<file path="src/rtl/nibble_serial_adder.sv">
// Sequences a W-bit add/subtract through an external 4-bit ripple-carry stage, one nibble per cycle.
// Define NIBBLE_SERIAL_ADDER_OVF_EN to register signed overflow; otherwise overflow is tied to 0.
module nibble_serial_adder #(
   parameter int unsigned NIBBLES = 4
) (
   input  logic                   clk,
   input  logic                   reset,
   input  logic                   in_valid,
   output logic                   in_ready,
   input  logic [4*NIBBLES-1:0]   op_a,
   input  logic [4*NIBBLES-1:0]   op_b,
   input  logic                   op_sub,
   output logic [3:0]             add_a,
   output logic [3:0]             add_b,
   output logic                   add_cin,
   input  logic [3:0]             add_s,
   input  logic                   add_cout,
   output logic                   out_valid,
   input  logic                   out_ready,
   output logic [4*NIBBLES-1:0]   sum,
   output logic                   carry_out,
   output logic                   overflow
);

   localparam int unsigned W    = 4 * NIBBLES;
   localparam int unsigned IdxW = $clog2(NIBBLES);
   localparam logic [IdxW-1:0] LastIdx = IdxW'(NIBBLES - 1);

   typedef enum logic [1:0] {StIdle, StRun, StDone} state_e;

   state_e          state_q, state_d;
   logic [W-1:0]    a_q, a_d, b_q, b_d, sum_q, sum_d;
   logic            carry_q, carry_d, cout_q, cout_d;
   logic [IdxW-1:0] idx_q, idx_d;
   logic [3:0]      a_nib, b_nib;
   logic            last_step;

   always_comb begin
      a_nib = a_q[3:0];
      b_nib = b_q[3:0];
      for (int i = 0; i < int'(NIBBLES); i++) begin
         if (idx_q == IdxW'(i)) begin
            a_nib = a_q[i*4 +: 4];
            b_nib = b_q[i*4 +: 4];
         end
      end
   end

   assign last_step = (state_q == StRun) && (idx_q == LastIdx);

   always_comb begin
      state_d = state_q;
      a_d     = a_q;
      b_d     = b_q;
      sum_d   = sum_q;
      carry_d = carry_q;
      cout_d  = cout_q;
      idx_d   = idx_q;
      unique case (state_q)
         StIdle: begin
            if (in_valid) begin
               // b is stored pre-inverted so RUN never needs to know the operation
               a_d     = op_a;
               b_d     = op_b ^ {W{op_sub}};
               carry_d = op_sub;
               idx_d   = '0;
               state_d = StRun;
            end
         end
         StRun: begin
            for (int i = 0; i < int'(NIBBLES); i++) begin
               if (idx_q == IdxW'(i)) sum_d[i*4 +: 4] = add_s;
            end
            carry_d = add_cout;
            idx_d   = idx_q + IdxW'(1);
            if (last_step) begin
               cout_d  = add_cout;
               idx_d   = '0;
               state_d = StDone;
            end
         end
         StDone: begin
            if (out_ready) state_d = StIdle;
         end
         default: state_d = StIdle;
      endcase
   end

   always_ff @(posedge clk) begin
      if (reset) begin
         state_q <= StIdle;
         a_q     <= '0;
         b_q     <= '0;
         sum_q   <= '0;
         carry_q <= 1'b0;
         cout_q  <= 1'b0;
         idx_q   <= '0;
      end else begin
         state_q <= state_d;
         a_q     <= a_d;
         b_q     <= b_d;
         sum_q   <= sum_d;
         carry_q <= carry_d;
         cout_q  <= cout_d;
         idx_q   <= idx_d;
      end
   end

   assign in_ready  = (state_q == StIdle);
   assign out_valid = (state_q == StDone);
   assign add_a     = (state_q == StRun) ? a_nib : 4'h0;
   assign add_b     = (state_q == StRun) ? b_nib : 4'h0;
   assign add_cin   = (state_q == StRun) ? carry_q : 1'b0;
   assign sum       = sum_q;
   assign carry_out = cout_q;

`ifdef NIBBLE_SERIAL_ADDER_OVF_EN
   logic ovf_q, ovf_d;

   // add_s[3] is the result MSB during the final nibble
   always_comb begin
      ovf_d = ovf_q;
      if (last_step) ovf_d = (a_q[W-1] == b_q[W-1]) && (add_s[3] != a_q[W-1]);
   end

   always_ff @(posedge clk) begin
      if (reset) ovf_q <= 1'b0;
      else       ovf_q <= ovf_d;
   end

   assign overflow = ovf_q;
`else
   assign overflow = 1'b0;
`endif

endmodule

</file>
<file path="config.mk">
export PLATFORM = sky130hd
export DESIGN_NAME = nibble_serial_adder
export DESIGN_NICKNAME = d
export VERILOG_FILES = /design/src/rtl/nibble_serial_adder.sv
export SDC_FILE = /design/constraint.sdc
export NUM_CORES = 1
export LEC_CHECK = 0
export ABC_CLOCK_PERIOD_IN_PS = 3080
export BUFFER_PORTS_ARGS = -buffer_cell sky130_fd_sc_hd__buf_2
export CORE_MARGIN = 10
export CORE_UTILIZATION = 55
export DETAILED_ROUTE_END_ITERATION = 8
export GPL_ROUTABILITY_DRIVEN = 0
export GPL_TIMING_DRIVEN = 0
export PLACE_DENSITY = 0.84
export REMOVE_ABC_BUFFERS = 1
export SLEW_MARGIN = 20
export SYNTH_ARGS = -nofsm -noshare
export SYNTH_HDL_FRONTEND = slang
export SYNTH_SLANG_ARGS = --single-unit
</file>
<file path="constraint.sdc">
create_clock -name clk -period 3.08 [get_ports clk]
set_input_delay 0.154 -clock clk [delete_from_list [all_inputs] [get_ports clk]]
set_output_delay 0.154 -clock clk [all_outputs]
set_load 0.005 [all_outputs]
</file>
==> results.md <==
* Yosys cell types at 29
* FMAX at 402 MHz
* Kind of critical path: flip-flop to primary output
* Fin. Hold Viols at 0
* #FFs+latches synth at 54
* Port Buffers at 69
* Synthesized area at 2510 sq um
* Worst-Margin Slew at 961 ps
* Cell Chain, Critical Path: ha_1, nor2_2, a2111oi_1, buf_2
* Relative slew slack at 35.9%
* Initial antenna violation count at 0
* Total setup buffers inserted after CTS at 0
* Initial Util at 57.2%
* Critical-path cell with the highest stage delay: ha_1
* Worst-Skew Late Latency at 310 ps
* CP Capture Type: primary output
* Mapped Cells at 274
* Hold Startpoint: op_a[2]
* Largest net degree at the start of global routing at 55
* Design area at 2930 sq um
* Crit-path max FO at 20
* Outcome: complete, no violations
* DIE WIDTH at 87.5 um
* Pwr per Cell Area at 494 nW/um^2
* Final Non-Filler Cells at 382
* Async set-or-reset flop fraction in the synthesized netlist at 0%
* Die ar. at 7660 sq um
* Ant diodes at 0
* Core box area at 4380 sq um
* Fillers at 357
* CTS root buf: clkbuf_8
* DRT Wirelength at 5810 um
* Final worst path period share at 80.8%
* RSZ-0062 raised after global routing: no
* Synth warnings at 0
* Via count of the routed design at 2023
* EDFF count, synth at 0
* Area fraction of the dominant cell type after synthesis at 43.1%
* Total track usage at 15.2%
* H-tree levels at 2
* Crit start category: flip-flop
* Synth area leaders: dfxtp_1 43%, mux2i_1 10%, xnor2_1 5.6%
* Final TNS setup at 0 ps
* First-pass GRT wire length at 9360 um
* Worst path arrival time at 2330 ps
* Commonest non-fill, non-tap cells in the layout: 69 x buf_2, 54 x dfxtp_1, 37 x nor2_1
* Layout Skew at 7.79 ps
* Leading area contributor after synthesis: dfxtp_1
* Commonest non-fill, non-tap cell in the layout: buf_2
* Area Overhead vs Synth at 17.1%
* CP peak stage delay at 650 ps
* Final Net Count at 375
* Crit path max-delay family: adder cells
* Routed vias/inst at 5.30
* HPWL after detailed placement at 4100 um
* Placed insts at 374
* Setup crit start: idx_q[0]$_SDFFE_PP0P_
* FP Rows at 24
* Hold-fix buffers, CTS at 0
* Drt drc at 0
* HP Class: primary input to flip-flop
* Synthesized area per cell at 9.15 sq um
* Total gr overflow at 0
* Critical Path RT at 2930 ps
* Area after DPL at 2820 sq um
* Max clock buf depth at 2
* Share of cells above drive strength 1 at 26.7%
* Peak supply drop at 0.280 mV
* Setup violators final at 0
* CTS resizes at 0
* Die Y at 87.5 um
* Number of global-route vias before repair at 1982
* Antenna violation net count after detailed routing at 0
* Ports at 71
* Clk sinks at 54
* Register area share after synthesis at 43.1%
* Power Total at 0.00145 W
* Min Tclk post-route at 2490 ps
* Reg2Reg Launch Point: idx_q[0]$_SDFFE_PP0P_
* CTS tree: yes
* Slew Viols, Final at 0
* Leakage power at 1.32 nW
* Most used DFF post-synth: dfxtp_1
* Detailed Routing Iterations Pass 1 at 6
* Clk slew on worst S/H paths at 100 ps
* WP buf/inv at 1
* Drt first-iter violations at 146
* Wire per inst at 15.2 um
* Max cap viols at 0
* CTS Buf Count at 5
## cell type report
type | count | area [sq um] | area share (%)
repair buffers | 71 | 375 | 12.8
clock buffers | 6 | 72.6 | 2.47
multi-input cells | 194 | 1290 | 44.0
well taps | 52 | 65.1 | 2.22
clock inverters | 2 | 37.5 | 1.28
inverters | 3 | 11.3 | 0.384
flip-flops and latches | 54 | 1080 | 36.8
## flip-flops by register name, indices dropped and copies added, names as in the netlist
| register | cells |
|---|---|
| a_q | 16 |
| sum | 16 |
| state_q | 2 |
| carry_q | 1 |
| carry_out | 1 |
| idx_q | 2 |
| b_q | 16 |
## synthesized netlist by cell type (2+ instances only)
library cell / number
nor3b_1: 8
dfxtp_1: 54
a2111oi_2: 7
nor2_1: 37
buf_2: 7
mux2i_1: 25
inv_1: 3
nor2b_1: 10
a21oi_1: 21
a211oi_1: 16
xnor2_1: 16
ha_1: 4
buf_4: 7
nand2b_1: 2
buf_1: 2
nand2_1: 33
o21a_1: 2
clkbuf_1: 6
nand3b_1: 4
## final timing paths
check	end	slack, ps	depth (start not counted)
setup / recovery	add_b[3]	590	4
hold / removal	a_q[2]$_SDFFE_PP0P_	70	3
setup reg to reg	sum[6]$_SDFFE_PP0P_	1210	4
hold reg to reg	a_q[13]$_SDFFE_PP0P_	460	2
## worst min-delay path: stages
cell and delay [ps]:
buf_2 100, nand2_1 40, a21oi_1 50
## logic make-up (layout without fill, tap and decap cells)
family | after synthesis | count (layout) | share of synthesized area, %
DFF | 54 | 54 | 43.1
buffers and inverters | 26 | 82 | 5.59
muxes | 25 | 25 | 9.99
xor gates and xnor gates | 16 | 16 | 5.59
and+or+nand+nor | 100 | 100 | 19.1
AOI/OAI and AO/OA | 48 | 48 | 14.5
other | 1 | 1 | 0.150
adders and majority gates | 4 | 4 | 2.00
## per-layer routing
metal  global-route usage, %  routed length, um
met5                       0                  0
met4                    6.52                 51
met3                    4.40                285
met2                    26.2               3070
met1                    17.0               2400
## where the power goes
group / switching [W] / leakage (nW) / internal, W
clock network: 0.000231 / 0.0514 / 0.000243
logic: 0.000113 / 0.823 / 0.0000976
registers: 0.0000251 / 0.443 / 0.000740
total: 0.000369 / 1.32 / 0.00108
## metrics by stage
stage	hold slack, ps	setup WS, ps	util [%]
2_1_floorplan	223	861	-
3_3_place_gp	397	239	63.6
3_5_place_dp	403	956	64.4
4_1_cts	62.6	567	66.9
5_1_grt	66.6	396	66.9
6_report	66.5	592	66.9
Power figures use the tool's default switching activity.
